**src/rtl/bram_to_axi_read_pkg.sv**
```systemverilog
// Shared types and encodings for the BRAM-to-AXI read bridge.
package bram_to_axi_read_pkg;

   localparam int unsigned LEN_W   = 8;
   localparam int unsigned BURST_W = 2;
   localparam int unsigned RESP_W  = 2;

   typedef enum logic [1:0] {
      ST_IDLE  = 2'd0,
      ST_ISSUE = 2'd1,
      ST_DRAIN = 2'd2
   } state_t;

   localparam logic [BURST_W-1:0] BURST_FIXED = 2'b00;
   localparam logic [BURST_W-1:0] BURST_INCR  = 2'b01;
   localparam logic [BURST_W-1:0] BURST_WRAP  = 2'b10;

   localparam logic [RESP_W-1:0] RESP_OKAY = 2'b00;

   // WRAP and the reserved encoding both walk forward like INCR; only FIXED holds.
   function automatic logic burst_advances(input logic [BURST_W-1:0] burst);
      case (burst)
         BURST_FIXED:            return 1'b0;
         BURST_INCR, BURST_WRAP: return 1'b1;
         default:                return 1'b1;
      endcase
   endfunction

endpackage

```
**src/rtl/bram_to_axi_read_if.sv**
```systemverilog
// AXI read-address and read-data channels of the bridge.
interface bram_to_axi_read_if #(
   parameter int unsigned ID_WIDTH   = 16,
   parameter int unsigned DATA_WIDTH = 128,
   parameter int unsigned ADDR_WIDTH = 14
);
   logic [ID_WIDTH-1:0]   S_AXI_ARID;
   logic [ADDR_WIDTH-1:0] S_AXI_ARADDR;
   logic [7:0]            S_AXI_ARLEN;
   logic [1:0]            S_AXI_ARBURST;
   logic                  S_AXI_ARVALID;
   logic                  S_AXI_ARREADY;

   logic [ID_WIDTH-1:0]   S_AXI_RID;
   logic [DATA_WIDTH-1:0] S_AXI_RDATA;
   logic [1:0]            S_AXI_RRESP;
   logic                  S_AXI_RLAST;
   logic                  S_AXI_RVALID;
   logic                  S_AXI_RREADY;

   modport master (
      output S_AXI_ARID, S_AXI_ARADDR, S_AXI_ARLEN, S_AXI_ARBURST, S_AXI_ARVALID,
      output S_AXI_RREADY,
      input  S_AXI_ARREADY,
      input  S_AXI_RID, S_AXI_RDATA, S_AXI_RRESP, S_AXI_RLAST, S_AXI_RVALID
   );

   modport slave (
      input  S_AXI_ARID, S_AXI_ARADDR, S_AXI_ARLEN, S_AXI_ARBURST, S_AXI_ARVALID,
      input  S_AXI_RREADY,
      output S_AXI_ARREADY,
      output S_AXI_RID, S_AXI_RDATA, S_AXI_RRESP, S_AXI_RLAST, S_AXI_RVALID
   );
endinterface

```
**src/rtl/bram_to_axi_read_rd_skid_fifo.sv**
```systemverilog
// Two-entry FIFO absorbing BRAM read data while the R channel is stalled.
module rd_skid_fifo #(
   parameter int unsigned WIDTH = 129
) (
   input  logic             clk,
   input  logic             rst,
   input  logic             push,
   input  logic [WIDTH-1:0] push_data,
   input  logic             pop,
   output logic [WIDTH-1:0] head_data,
   output logic [1:0]       count
);

   logic [WIDTH-1:0] mem [2];
   logic             wr_ptr;
   logic             rd_ptr;

   assign head_data = mem[rd_ptr];

   // Storage, pointers and occupancy; the caller never pushes into a full FIFO.
   always_ff @(posedge clk) begin
      if (rst) begin
         mem[0] <= '0;
         mem[1] <= '0;
         wr_ptr <= 1'b0;
         rd_ptr <= 1'b0;
         count  <= 2'd0;
      end else begin
         if (push) begin
            mem[wr_ptr] <= push_data;
            wr_ptr      <= ~wr_ptr;
         end
         if (pop) begin
            rd_ptr <= ~rd_ptr;
         end
         count <= count + 2'(push) - 2'(pop);
      end
   end

endmodule

```
**src/rtl/bram_to_axi_read.sv**
```systemverilog
// Serves AXI read bursts from a single-cycle-latency BRAM port.
module bram_to_axi_read
   import bram_to_axi_read_pkg::*;
#(
   parameter int unsigned C_S_AXI_ID_WIDTH   = 16,
   parameter int unsigned C_S_AXI_DATA_WIDTH = 128,
   parameter int unsigned C_S_AXI_ADDR_WIDTH = 14
) (
   input  logic                          S_AXI_ACLK,
   input  logic                          S_AXI_ARESET,
   bram_to_axi_read_if.slave             s_axi,
   output logic                          bram_clk,
   output logic                          bram_rst,
   output logic                          bram_en,
   output logic [C_S_AXI_ADDR_WIDTH-1:0] bram_addr,
   input  logic [C_S_AXI_DATA_WIDTH-1:0] bram_din
);

   localparam int unsigned AW      = C_S_AXI_ADDR_WIDTH;
   localparam int unsigned DW      = C_S_AXI_DATA_WIDTH;
   localparam int unsigned ENTRY_W = DW + 1;

   state_t                      state;
   logic [C_S_AXI_ID_WIDTH-1:0] rid_q;
   logic [AW-1:0]               addr_q;
   logic [LEN_W-1:0]            len_q;
   logic [LEN_W-1:0]            beat_q;
   logic [BURST_W-1:0]          burst_q;
   logic                        inflight_q;
   logic                        inflight_last_q;

   logic [1:0]                  fifo_count;
   logic [ENTRY_W-1:0]          fifo_head;

   logic                        arready_c;
   logic                        rvalid_c;
   logic                        pop_c;
   logic [2:0]                  occ_c;
   logic                        issue_c;
   logic                        last_issue_c;

   // ARREADY is masked by reset so it reads low while reset is held.
   assign arready_c    = (state == ST_IDLE) && !S_AXI_ARESET;
   assign rvalid_c     = (fifo_count != 2'd0);
   assign pop_c        = rvalid_c && s_axi.S_AXI_RREADY;
   // Occupancy after this edge, counting the read already in flight.
   assign occ_c        = 3'(fifo_count) + 3'(inflight_q) - 3'(pop_c);
   assign issue_c      = (state == ST_ISSUE) && (occ_c <= 3'd1);
   assign last_issue_c = issue_c && (beat_q == len_q);

   assign s_axi.S_AXI_ARREADY = arready_c;
   assign s_axi.S_AXI_RVALID  = rvalid_c;
   assign s_axi.S_AXI_RDATA   = fifo_head[DW-1:0];
   assign s_axi.S_AXI_RLAST   = fifo_head[DW];
   assign s_axi.S_AXI_RID     = rid_q;
   assign s_axi.S_AXI_RRESP   = RESP_OKAY;

   assign bram_clk  = S_AXI_ACLK;
   assign bram_rst  = S_AXI_ARESET;
   assign bram_en   = issue_c;
   assign bram_addr = addr_q;

   // Burst control: capture request, pace BRAM reads, wait for the last beat.
   always_ff @(posedge S_AXI_ACLK) begin
      if (S_AXI_ARESET) begin
         state           <= ST_IDLE;
         rid_q           <= '0;
         addr_q          <= '0;
         len_q           <= '0;
         beat_q          <= '0;
         burst_q         <= BURST_FIXED;
         inflight_q      <= 1'b0;
         inflight_last_q <= 1'b0;
      end else begin
         inflight_q      <= issue_c;
         inflight_last_q <= last_issue_c;
         case (state)
            ST_IDLE: begin
               if (s_axi.S_AXI_ARVALID && arready_c) begin
                  rid_q   <= s_axi.S_AXI_ARID;
                  addr_q  <= s_axi.S_AXI_ARADDR;
                  len_q   <= s_axi.S_AXI_ARLEN;
                  burst_q <= s_axi.S_AXI_ARBURST;
                  beat_q  <= '0;
                  state   <= ST_ISSUE;
               end
            end
            ST_ISSUE: begin
               if (issue_c) begin
                  if (burst_advances(burst_q)) begin
                     addr_q <= addr_q + AW'(1);
                  end
                  if (last_issue_c) begin
                     state <= ST_DRAIN;
                  end else begin
                     beat_q <= beat_q + LEN_W'(1);
                  end
               end
            end
            ST_DRAIN: begin
               if (pop_c && fifo_head[DW]) begin
                  state <= ST_IDLE;
               end
            end
            default: state <= ST_IDLE;
         endcase
      end
   end

   rd_skid_fifo #(
      .WIDTH (ENTRY_W)
   ) u_rd_skid_fifo (
      .clk       (S_AXI_ACLK),
      .rst       (S_AXI_ARESET),
      .push      (inflight_q),
      .push_data ({inflight_last_q, bram_din}),
      .pop       (pop_c),
      .head_data (fifo_head),
      .count     (fifo_count)
   );

endmodule

```
**src/flat_wrapper.sv**
```systemverilog
// flat-port wrapper written by rule: the top's interface ports become plain ports
module bram_to_axi_read_flat import bram_to_axi_read_pkg::*;
#(
   parameter int unsigned C_S_AXI_ID_WIDTH   = 16,
   parameter int unsigned C_S_AXI_DATA_WIDTH = 128,
   parameter int unsigned C_S_AXI_ADDR_WIDTH = 14
)
  (S_AXI_ACLK, S_AXI_ARESET, bram_clk, bram_rst, bram_en, bram_addr, bram_din, s_axi_S_AXI_ARID, s_axi_S_AXI_ARADDR, s_axi_S_AXI_ARLEN, s_axi_S_AXI_ARBURST, s_axi_S_AXI_ARVALID, s_axi_S_AXI_RREADY, s_axi_S_AXI_ARREADY, s_axi_S_AXI_RID, s_axi_S_AXI_RDATA, s_axi_S_AXI_RRESP, s_axi_S_AXI_RLAST, s_axi_S_AXI_RVALID);
  bram_to_axi_read_if #(.ID_WIDTH((16)), .DATA_WIDTH((128)), .ADDR_WIDTH((14))) s_axi_i ();
  input  logic S_AXI_ACLK;
  input  logic S_AXI_ARESET;
  output logic bram_clk;
  output logic bram_rst;
  output logic bram_en;
  output logic [C_S_AXI_ADDR_WIDTH-1:0] bram_addr;
  input  logic [C_S_AXI_DATA_WIDTH-1:0] bram_din;
  input wire logic [$bits(s_axi_i.S_AXI_ARID)-1:0] s_axi_S_AXI_ARID;
  input wire logic [$bits(s_axi_i.S_AXI_ARADDR)-1:0] s_axi_S_AXI_ARADDR;
  input wire logic [$bits(s_axi_i.S_AXI_ARLEN)-1:0] s_axi_S_AXI_ARLEN;
  input wire logic [$bits(s_axi_i.S_AXI_ARBURST)-1:0] s_axi_S_AXI_ARBURST;
  input wire logic [$bits(s_axi_i.S_AXI_ARVALID)-1:0] s_axi_S_AXI_ARVALID;
  input wire logic [$bits(s_axi_i.S_AXI_RREADY)-1:0] s_axi_S_AXI_RREADY;
  output wire logic [$bits(s_axi_i.S_AXI_ARREADY)-1:0] s_axi_S_AXI_ARREADY;
  output wire logic [$bits(s_axi_i.S_AXI_RID)-1:0] s_axi_S_AXI_RID;
  output wire logic [$bits(s_axi_i.S_AXI_RDATA)-1:0] s_axi_S_AXI_RDATA;
  output wire logic [$bits(s_axi_i.S_AXI_RRESP)-1:0] s_axi_S_AXI_RRESP;
  output wire logic [$bits(s_axi_i.S_AXI_RLAST)-1:0] s_axi_S_AXI_RLAST;
  output wire logic [$bits(s_axi_i.S_AXI_RVALID)-1:0] s_axi_S_AXI_RVALID;
  assign s_axi_i.S_AXI_ARID = s_axi_S_AXI_ARID;
  assign s_axi_i.S_AXI_ARADDR = s_axi_S_AXI_ARADDR;
  assign s_axi_i.S_AXI_ARLEN = s_axi_S_AXI_ARLEN;
  assign s_axi_i.S_AXI_ARBURST = s_axi_S_AXI_ARBURST;
  assign s_axi_i.S_AXI_ARVALID = s_axi_S_AXI_ARVALID;
  assign s_axi_i.S_AXI_RREADY = s_axi_S_AXI_RREADY;
  assign s_axi_S_AXI_ARREADY = s_axi_i.S_AXI_ARREADY;
  assign s_axi_S_AXI_RID = s_axi_i.S_AXI_RID;
  assign s_axi_S_AXI_RDATA = s_axi_i.S_AXI_RDATA;
  assign s_axi_S_AXI_RRESP = s_axi_i.S_AXI_RRESP;
  assign s_axi_S_AXI_RLAST = s_axi_i.S_AXI_RLAST;
  assign s_axi_S_AXI_RVALID = s_axi_i.S_AXI_RVALID;
  bram_to_axi_read #(.C_S_AXI_ID_WIDTH(C_S_AXI_ID_WIDTH), .C_S_AXI_DATA_WIDTH(C_S_AXI_DATA_WIDTH), .C_S_AXI_ADDR_WIDTH(C_S_AXI_ADDR_WIDTH)) u_core (.S_AXI_ACLK(S_AXI_ACLK), .S_AXI_ARESET(S_AXI_ARESET), .s_axi(s_axi_i), .bram_clk(bram_clk), .bram_rst(bram_rst), .bram_en(bram_en), .bram_addr(bram_addr), .bram_din(bram_din));
endmodule
```
**config.mk**
```make
export PLATFORM = sky130hd
export DESIGN_NAME = bram_to_axi_read_flat
export DESIGN_NICKNAME = d
export VERILOG_FILES = /design/src/rtl/bram_to_axi_read_pkg.sv /design/src/rtl/bram_to_axi_read_if.sv /design/src/rtl/bram_to_axi_read_rd_skid_fifo.sv /design/src/rtl/bram_to_axi_read.sv /design/src/flat_wrapper.sv
export SDC_FILE = /design/constraint.sdc
export NUM_CORES = 1
export LEC_CHECK = 0
export ABC_AREA = 1
export BUFFER_PORTS_ARGS = -buffer_cell sky130_fd_sc_hd__buf_2
export CORE_MARGIN = 2
export CORE_UTILIZATION = 39
export CTS_BUF_LIST = sky130_fd_sc_hd__clkbuf_16
export DETAILED_ROUTE_END_ITERATION = 10
export GPL_ROUTABILITY_DRIVEN = 1
export PLACE_DENSITY = 0.73
export SETUP_SLACK_MARGIN = 0.05
export SLEW_MARGIN = 0
export SYNTH_ARGS = -nofsm -noshare
export SYNTH_HDL_FRONTEND = slang
export SYNTH_SLANG_ARGS = --single-unit
```
**constraint.sdc**
```tcl
create_clock -name S_AXI_ACLK -period 10.58 [get_ports S_AXI_ACLK]
set_input_delay 1.587 -clock S_AXI_ACLK [delete_from_list [all_inputs] [get_ports S_AXI_ACLK]]
set_output_delay 1.587 -clock S_AXI_ACLK [all_outputs]
set_load 0.02 [all_outputs]
```
==> impl_metrics.csv, run 1 <==
group,metric,value,unit
status,outcome,"finished clean",
power,leakage_power,0.00762,uW
grt,grt_start_max_net_pins,92,
detailed_routing,routed_wire_length_per_instance,15.8,um
logic_synthesis,ys_types,35,
detailed_routing,met3WireLength,3.53,mm
logic_synthesis,post_syn_instances,1241,
timing,timing.setup.tns,0,ns
place,dpl.hpwl,21.4,mm
worst_setup_path,slowest_delay,0.15,ns
clock_network,post_cts_buffers,0,
detailed_routing,route.vias.total,9906,
logic_synthesis,ys_ff_latch,315,
power,power-per-cell-area,196,nW/um2
cells_and_area,fin_util,0.488,
min_path,hold_path_class,"reg -> reg",
power,vdd_ir_drop_max,0.134,mV
flow_run,timing.max_cap.violations,0,
clock_network,cts_hold_buffers,0,
worst_setup_path,rr_startpoint,"u_core.inflight_q",
timing,slew-limit-headroom,0.277,
detailed_routing,wl,32.3,mm
logic_synthesis,synthDominantCellAreaShare,0.563,
die,floorplan.die.height,192,um
timing,final_hold_violations,0,
power,post-layout-total-power,3310,uW
worst_setup_path,worst_r2r_path_depth,5,
detailed_routing,route.layer.met1.wl,12.5,mm
place,portBuffers,335,
die,rows,68,
min_path,timing.hold.worst_path_depth,1,
clock_network,path_clk_slew,0.06,ns
worst_setup_path,cp.required,8.99,ns
detailed_routing,drc,0,
worst_setup_path,timing.critical_path.cells,"clkbuf_16 -> clkbuf_16 -> buf_2",
timing,report.final.slew_viol_count,0,
worst_setup_path,worstSetupEndpointType,"output pin",
timing,setup_viol,0,
logic_synthesis,yosysWarnings,0,
worst_setup_path,worst_path_most_repeated_cell,"sky130_fd_sc_hd__clkbuf_16",
clock_network,cts.repair.resized,0,
logic_synthesis,ys_async_sr_fraction,0,
detailed_routing,detailed_router_iteration_count_before_antenna_repair,5,
timing,timing.clock.skew,0.00977,ns
grt,grt_overflow,0,
worst_setup_path,critical_path.max_fanout,2,
grt,grt_pass1_vias,9504,
logic_synthesis,synthesis.area_per_instance,11.1,um2
logic_synthesis,yosys-top-cells-area,"sky130_fd_sc_hd__edfxtp_1, sky130_fd_sc_hd__mux2_2, sky130_fd_sc_hd__dfxtp_1, sky130_fd_sc_hd__nor2_1, sky130_fd_sc_hd__inv_1",
timing,unrepaired_setup_endpoints_after_global_routing,"false",
worst_setup_path,timing.critical_path.slowest_stage_cell,"sky130_fd_sc_hd__buf_2",
die,floorplan.die_area,36800,um2
die,io_pins,338,
min_path,hp-start,"u_core.u_rd_skid_fifo.rd_ptr",
worst_setup_path,timing_worst_setup_path_type,"clk -> out",
detailed_routing,highest-signal-layer,"met5",
cells_and_area,drive_above_1_share,0.339,
detailed_routing,antenna_left,0,
grt,track_usage,0.168,
logic_synthesis,postSynth.topFlopCell,"sky130_fd_sc_hd__edfxtp_1",
cells_and_area,syn2layout_area_growth,22.9,%
die,starting_density,0.397,
timing,worst_slew_pin_slew,1.08,ns
detailed_routing,detail_route.iter0.violations,700,
grt,global_route_wire_length_before_repair,48.7,mm
logic_synthesis,netlist.top_cell.by_area,"sky130_fd_sc_hd__edfxtp_1",
worst_setup_path,crit_path_start,"S_AXI_ACLK",
worst_setup_path,worst-endpoint-arrival,5.68,ns
detailed_routing,detail_route.vias_per_cell,4.85,
die,floorplan.die.width,192,um
detailed_routing,dr_wl_met2,15.4,mm
worst_setup_path,nature_of_the_critical_path_startpoint,"clock port",
clock_network,tritoncts,"built",
die,coreArea,34600,um2
cells_and_area,final_nets,1733,
logic_synthesis,synth.cell_area,13800,um2
place,gp_routability_congestion,0.859,
grt,initial_antenna_violation_count,8,
logic_synthesis,count_of_flip_flops_with_a_built_in_enable_after_synthesis,258,
logic_synthesis,seq_area_frac_synth,0.646,
clock_network,clk_latency,0.62,ns
-- path summary, 6_finish.rpt --
check | endpoint | slack [ns]
worst max register to register | u_core.u_rd_skid_fifo.mem[0][9] | 7.45
worst min register to register | flop | 0.45
worst min-delay path | flop | 0.45
worst max-delay path | bram_clk | 3.31
-- layer usage --
metal | vias to the layer above | global-route usage
met5 | - | 0
met1 | 4705 | 0.206
met2 | 381 | 0.284
met4 | 12 | 0.0524
met3 | 72 | 0.0534
li1 | 4736 | -
-- layout by cell type, fill, tap and decap left out, types with 3 or more instances in the layout --
master / Yosys / final
sky130_fd_sc_hd__nand2_2: 3 / 3
sky130_fd_sc_hd__clkinv_1: 0 / 4
sky130_fd_sc_hd__o21ai_0: 22 / 22
sky130_fd_sc_hd__nand2_4: 0 / 3
sky130_fd_sc_hd__nor2_1: 303 / 303
sky130_fd_sc_hd__buf_2: 44 / 335
sky130_fd_sc_hd__clkbuf_16: 0 / 38
sky130_fd_sc_hd__a21oi_1: 50 / 50
sky130_fd_sc_hd__nand4_1: 12 / 12
sky130_fd_sc_hd__ha_1: 4 / 4
sky130_fd_sc_hd__diode_2: 0 / 4
sky130_fd_sc_hd__inv_2: 3 / 6
sky130_fd_sc_hd__dfxtp_1: 57 / 56
sky130_fd_sc_hd__edfxtp_1: 258 / 258
sky130_fd_sc_hd__nor3_1: 7 / 7
sky130_fd_sc_hd__o21a_1: 5 / 5
sky130_fd_sc_hd__nand3_4: 2 / 3
sky130_fd_sc_hd__nand2_1: 99 / 96
sky130_fd_sc_hd__inv_1: 163 / 175
sky130_fd_sc_hd__nand3_1: 41 / 40
sky130_fd_sc_hd__mux2_2: 129 / 129
sky130_fd_sc_hd__buf_4: 4 / 5
-- sequential cells by signal, indices dropped and copies added (netlist names), named ones only --
| register | cells |
|---|---|
| u_core.inflight_q | 1 |
| u_core.bram_addr | 14 |
| u_core.u_rd_skid_fifo.mem | 258 |
| u_core.u_rd_skid_fifo.count | 2 |
| u_core.u_rd_skid_fifo.rd_ptr | 1 |
| u_core.u_rd_skid_fifo.wr_ptr | 1 |
| u_core.inflight_last_q | 1 |
| u_core.s_axi.S_AXI_RID | 16 |
| u_core.state | 2 |
| u_core.burst_q | 2 |
| u_core.len_q | 8 |
| u_core.beat_q | 8 |
-- cell families (layout without fill, tap and decap cells) --
family | Yosys count | after routing | share of synthesized area
AND/OR/NAND/NOR | 474 | 474 | 0.141
flip-flops | 315 | 315 | 0.646
buffers and inverters | 232 | 572 | 0.0689
multiplexers | 129 | 129 | 0.106
AO/OA/AOI/OAI | 82 | 82 | 0.0312
adder cells (fa/ha/maj) | 5 | 5 | 0.00509
XOR/XNOR | 3 | 3 | 0.00191
other | 1 | 6 | 0.000272
-- worst max-delay path: cells and delay by family --
| kind | cells | cell delay [ns] |
|---|---|---|
| buffers and inverters | 3 | 0.40 |
-- synthesized netlist by cell type, types with 7 or more instances --
cell                       number
sky130_fd_sc_hd__nor2_1       303
sky130_fd_sc_hd__edfxtp_1     258
sky130_fd_sc_hd__inv_1        163
sky130_fd_sc_hd__mux2_2       129
sky130_fd_sc_hd__nand2_1       99
sky130_fd_sc_hd__dfxtp_1       57
sky130_fd_sc_hd__a21oi_1       50
sky130_fd_sc_hd__buf_2         44
sky130_fd_sc_hd__nand3_1       41
sky130_fd_sc_hd__o21ai_0       22
sky130_fd_sc_hd__clkbuf_1      14
sky130_fd_sc_hd__nand4_1       12
sky130_fd_sc_hd__nor3_1         7
-- per-stage QoR --
stage               std cells  area (um2)  worst slack (ns)  hold WS [ns]
global route             2037       16900              3.30         0.479
finish                   2041       16900              3.31         0.453
CTS                      2037       16900              3.31         0.460
global placement         1971       15800              3.57         0.437
detailed placement       1971       15800              3.57         0.446
floorplan                1242       13800              3.57         0.425
-- area by class of cell --
class / instances / area [um2]
fill: 3094 / 17700
sequential: 315 / 8890
multi-input combinational: 695 / 3970
timing repair buffer: 339 / 1710
clock buffer: 39 / 956
inverter: 166 / 623
tap: 455 / 569
clock inverter: 28 / 188
antenna: 4 / 10.0
-- where the power goes --
group | leakage, uW | switching, uW | internal, uW
Clock | 0.000614 | 493 | 685
Sequential | 0.00313 | 64.1 | 1430
Combinational | 0.00387 | 400 | 244
Power figures use the tool's default switching activity.
==> run 2: changes to the inputs <==
==> constraint.sdc (replaced) <==
create_clock -name S_AXI_ACLK -period 7.4 [get_ports S_AXI_ACLK]
set_input_delay 1.11 -clock S_AXI_ACLK [delete_from_list [all_inputs] [get_ports S_AXI_ACLK]]
set_output_delay 1.11 -clock S_AXI_ACLK [all_outputs]
set_load 0.02 [all_outputs]
==> run 2 against run 1 <==
Net effect: via count about the same; combinational power up 45%; global-route usage up 0.18 points; critical path type unchanged; clock-buffer cell count up 1; critical path depth unchanged; sequential share of layout area down 0.14 points; worst setup slack worse by 1.1 ns; highest routed layer unchanged; routed wire length up 1.2%; utilization up 0.13 points; sequential power up 42%; sequential cell count unchanged.
==> impl_metrics.csv, run 2 (synthesized netlist as in run 1, its figures left out) <==
group,metric,value,unit
status,outcome,"finished clean",
clock_network,cts.repair.resized,0,
die,starting_density,0.397,
timing,worst_slew_pin_slew,1.03,ns
worst_setup_path,worst-endpoint-arrival,4.09,ns
detailed_routing,wl,32.7,mm
clock_network,post_cts_buffers,0,
die,coreArea,34600,um2
timing,setup_viol,0,
grt,grt_start_max_net_pins,86,
timing,unrepaired_setup_endpoints_after_global_routing,"false",
cells_and_area,syn2layout_area_growth,23.2,%
grt,global_route_wire_length_before_repair,49.1,mm
clock_network,cts_hold_buffers,0,
detailed_routing,drc,0,
place,gp_routability_congestion,0.892,
place,portBuffers,335,
cells_and_area,regMostFlops,"u_core.u_rd_skid_fifo.mem",
die,floorplan.die_area,36800,um2
detailed_routing,detail_route.iter0.violations,643,
grt,grt_overflow,0,
cells_and_area,final_nets,1736,
place,dpl.hpwl,21.7,mm
cells_and_area,drive_above_1_share,0.340,
detailed_routing,route.vias.total,9912,
flow_run,timing.max_cap.violations,0,
clock_network,clk_latency,0.63,ns
detailed_routing,detail_route.vias_per_cell,4.86,
min_path,hold_path_class,"reg -> reg",
detailed_routing,routed_wire_length_per_instance,16.0,um
timing,report.final.slew_viol_count,0,
clock_network,tritoncts,"built",
timing,post-route-worst-setup-slack,2.20,ns
timing,final_hold_violations,0,
place,pre_cts_ws,2.45,ns
die,rows,68,
die,floorplan.die.height,192,um
cells_and_area,filler_cells_inserted,3142,
grt,track_usage,0.170,
timing,timing.setup.tns,0,ns
grt,grt_pass1_vias,9723,
power,power-per-cell-area,281,nW/um2
detailed_routing,antenna_left,0,
grt,initial_antenna_violation_count,2,
die,floorplan.die.width,192,um
power,leakage_power,0.00762,uW
cells_and_area,layout_commonest_cell,"sky130_fd_sc_hd__buf_2",
detailed_routing,detailed_router_iteration_count_before_antenna_repair,6,
cells_and_area,mostFrequentLayoutCells,"sky130_fd_sc_hd__buf_2, sky130_fd_sc_hd__nor2_1, sky130_fd_sc_hd__edfxtp_1, sky130_fd_sc_hd__inv_1, sky130_fd_sc_hd__mux2_2",
die,io_pins,338,
power,vdd_ir_drop_max,0.192,mV
worst_setup_path,nature_of_the_critical_path_startpoint,"clock port",
worst_setup_path,worstSetupEndpointType,"output pin",
clock_network,path_clk_slew,0.06,ns
worst_setup_path,timing_worst_setup_path_type,"clk -> out",
timing,timing.clock.skew,0.0152,ns
worst_setup_path,critical_path.max_fanout,2,
worst_setup_path,cp.required,6.29,ns
cells_and_area,largest_reg_flops,258,
timing,slew-limit-headroom,0.308,
==> run 2: layout make-up <==
cell class	instances	area, um2	share of cell area
Tap cell	455	569	0.0336
Antenna cell	1	2.50	0.000148
Clock inverter	26	179	0.0106
Clock buffer	40	981	0.0578
Inverter	166	623	0.0367
Sequential cell	315	8890	0.524
Multi-Input combinational cell	695	3970	0.234
Timing Repair Buffer	342	1740	0.103
==> run 2: per-layer routing <==
metal | part of all wire | track usage
met5 | 0.00067 | 0
met4 | 0.032 | 0.0675
met2 | 0.48 | 0.289
met1 | 0.39 | 0.206
met3 | 0.10 | 0.0462
==> run 2: final timing paths <==
| kind | to | start | slack, ns | cells after the start |
|---|---|---|---|---|
| worst min register to register | flop | u_core.u_rd_skid_fifo.rd_ptr | 0.45 | 1 |
| worst min-delay path | flop | u_core.u_rd_skid_fifo.rd_ptr | 0.45 | 1 |
| worst max register to register | u_core.bram_addr[8] | u_core.u_rd_skid_fifo.count[1] | 4.34 | 14 |
| worst max-delay path | bram_clk | S_AXI_ACLK | 2.20 | 3 |
==> run 2: power breakdown <==
group | internal, uW | switching, uW | leakage (uW)
registers | 2040 | 80.9 | 0.00313
logic | 352 | 584 | 0.00389
clock network | 998 | 708 | 0.000599
==> run 2: critical path: stages <==
cell and delay [ns]:
sky130_fd_sc_hd__clkbuf_16 0.12, sky130_fd_sc_hd__clkbuf_16 0.13, sky130_fd_sc_hd__buf_2 0.15
==> run 2: metrics by stage <==
stage	power [uW]	area (um2)	std cells	utilization	hold WS, ns
after floorplan	2810	13800	1242	-	0.425
after global placement	3100	15800	1974	0.456	0.439
after detailed placement	3110	15800	1974	0.456	0.439
after CTS	4820	17000	2039	0.490	0.449
after global routing	4970	17000	2039	0.490	0.471
final	4770	17000	2040	0.490	0.449
==> run 3: changes to the inputs <==
--- a/config.mk
+++ b/config.mk
@@ -12,7 +12,7 @@
 export CTS_BUF_LIST = sky130_fd_sc_hd__clkbuf_16
 export DETAILED_ROUTE_END_ITERATION = 10
 export GPL_ROUTABILITY_DRIVEN = 1
-export PLACE_DENSITY = 0.73
+export PLACE_DENSITY = 0.76
 export SETUP_SLACK_MARGIN = 0.05
 export SLEW_MARGIN = 0
 export SYNTH_ARGS = -nofsm -noshare
==> constraint.sdc (replaced) <==
create_clock -name S_AXI_ACLK -period 4.4 [get_ports S_AXI_ACLK]
set_input_delay 0.66 -clock S_AXI_ACLK [delete_from_list [all_inputs] [get_ports S_AXI_ACLK]]
set_output_delay 0.66 -clock S_AXI_ACLK [all_outputs]
set_load 0.02 [all_outputs]
==> run 3 against run 2 <==
Net effect: die area unchanged; via count fell by 0.21%; global-route usage is 0.51 points higher; hold slack lost 0.16 ns; sequential share of layout area shrank 0.37 points; final cell count grew 0.54%; utilization up 0.35 points; largest power group unchanged.
==> impl_metrics.csv, run 3 (synthesized netlist as in run 1, its figures left out) <==
group,metric,value,unit
place,portBuffers,335,
worst_setup_path,critical_path.max_fanout,5,
timing,post-route-worst-setup-slack,0.706,ns
clock_network,post_cts_buffers,0,
worst_setup_path,cp.buffers_inverters,5,
place,gp_routability_congestion,0.877,
worst_setup_path,cpLargestDelayFamily,"adder cells",
worst_setup_path,worst-endpoint-arrival,3.03,ns
timing,slew-limit-headroom,0.381,
timing,setup_viol,0,
clock_network,path_clk_slew,0.06,ns
die,floorplan.die.height,192,um
grt,initial_antenna_violation_count,3,
timing,timing.clock.skew,0.0151,ns
timing,fmaxAchievable,271,MHz
grt,grt_start_max_net_pins,83,
die,floorplan.die.width,192,um
worst_setup_path,timing.critical_path.cells,"or2_2 -> nand2_1 -> inv_1 -> ha_1 -> inv_1 -> ha_1 -> fa_1 -> inv_1 -> nand4_1 -> inv_1 -> buf_2",
detailed_routing,wl,33.2,mm
worst_setup_path,nature_of_the_critical_path_startpoint,"flop",
cells_and_area,final_nets,1744,
min_path,hold_path_class,"in -> reg",
worst_setup_path,cp.required,3.74,ns
timing,report.final.slew_viol_count,0,
grt,track_usage,0.175,
die,io_pins,338,
worst_setup_path,worstSetupEndpointType,"output pin",
detailed_routing,detail_route.vias_per_cell,4.82,
clock_network,cts.repair.resized,0,
cells_and_area,mostFrequentLayoutCells,"sky130_fd_sc_hd__buf_2, sky130_fd_sc_hd__nor2_1, sky130_fd_sc_hd__edfxtp_1, sky130_fd_sc_hd__inv_1, sky130_fd_sc_hd__mux2_2",
detailed_routing,antenna_left,0,
detailed_routing,routed_wire_length_per_instance,16.2,um
detailed_routing,detailed_router_iteration_count_before_antenna_repair,5,
place,pre_cts_ws,1.12,ns
timing,layout_worst_path_cycle_share,0.839,
timing,timing.final.crit_period,3.69,ns
cells_and_area,largest_reg_flops,258,
grt,global_route_wire_length_before_repair,50.7,mm
clock_network,clk_latency,0.63,ns
grt,grt_overflow,0,
die,floorplan.die_area,36800,um2
timing,final_hold_violations,0,
power,vdd_ir_drop_max,0.316,mV
timing,timing.setup.tns,0,ns
detailed_routing,detail_route.iter0.violations,607,
die,starting_density,0.397,
status,outcome,"finished clean",
cells_and_area,syn2layout_area_growth,24.1,%
flow_run,timing.max_cap.violations,0,
detailed_routing,route.vias.total,9891,
timing,unrepaired_setup_endpoints_after_global_routing,"false",
cells_and_area,layout_commonest_cell,"sky130_fd_sc_hd__buf_2",
detailed_routing,drc,0,
die,coreArea,34600,um2
clock_network,cts_hold_buffers,0,
worst_setup_path,slowest_delay,0.43,ns
grt,grt_pass1_vias,9835,
timing,worst_slew_pin_slew,0.929,ns
die,rows,68,
worst_setup_path,timing.critical_path.slowest_stage_cell,"sky130_fd_sc_hd__fa_1",
cells_and_area,regMostFlops,"u_core.u_rd_skid_fifo.mem",
place,dpl.hpwl,21.8,mm
worst_setup_path,timing_worst_setup_path_type,"reg -> out",
cells_and_area,drive_above_1_share,0.344,
clock_network,tritoncts,"built",
worst_setup_path,worst_path_most_repeated_cell,"sky130_fd_sc_hd__inv_1",
power,leakage_power,0.00768,uW
power,power-per-cell-area,473,nW/um2
==> run 3: cell count changes in the layout (fill, tap and decap cells not counted), moves of 2 or more <==
cell                         delta
sky130_fd_sc_hd__buf_12         +2
sky130_fd_sc_hd__buf_4          +5
sky130_fd_sc_hd__clkbuf_16      +2
sky130_fd_sc_hd__clkinv_1       -3
sky130_fd_sc_hd__clkinv_2       +3
sky130_fd_sc_hd__clkinv_4       -2
sky130_fd_sc_hd__clkinvlp_4     +2
sky130_fd_sc_hd__diode_2        +3
sky130_fd_sc_hd__nand2_4        -2
sky130_fd_sc_hd__nand2_8        +2
==> run 3: path summary, 6_finish.rpt <==
path	from	cells after the start	slack, ns	to
hold reg to reg	u_core.u_rd_skid_fifo.rd_ptr	1	0.45	flop
setup / recovery	u_core.u_rd_skid_fifo.count[1]	11	0.71	bram_en
setup reg to reg	u_core.u_rd_skid_fifo.count[1]	14	1.40	u_core.bram_addr[1]
hold / removal	s_axi_S_AXI_ARID[7]	3	0.29	u_core.s_axi.S_AXI_RID[7]
==> run 3: per-layer routing <==
metal	track usage	vias to the layer above	share of wire
li1	-	4759	-
met3	0.0444	57	0.087
met5	0	-	0.00036
met1	0.210	4688	0.39
met4	0.0609	2	0.026
met2	0.307	385	0.50
==> run 3: per-stage QoR <==
| step | instances | total power (uW) | util | instance area (um2) | hold WS, ns |
|---|---|---|---|---|---|
| after floorplan | 1242 | 4710 | - | 13800 | 0.425 |
| after global placement | 1981 | 5230 | 0.459 | 15900 | 0.441 |
| after detailed placement | 1981 | 5260 | 0.459 | 15900 | 0.441 |
| after CTS | 2047 | 8180 | 0.493 | 17100 | 0.260 |
| after global routing | 2049 | 8430 | 0.493 | 17100 | 0.268 |
| final | 2051 | 8080 | 0.493 | 17100 | 0.292 |
==> run 3: worst min-delay path, delay by kind of cell <==
family                 cells  cell delay, ns
AOI/OAI and AO/OA          1            0.05
buffers and inverters      1            0.09
and+or+nand+nor            1            0.07
==> run 3: cell type report <==
cell class	instances	area [um2]
fill	3070	17500
multi-input combinational	695	3980
tap	455	569
sequential	315	8890
clock buffer	42	1030
antenna	4	10.0
timing repair buffer	349	1820
inverter	166	623
clock inverter	25	148
==> run 3: power by group <==
group	internal, uW	leakage (uW)	switching [uW]
registers	3440	0.00313	144
logic	605	0.00394	981
clock network	1740	0.000611	1180
total	5780	0.00768	2300
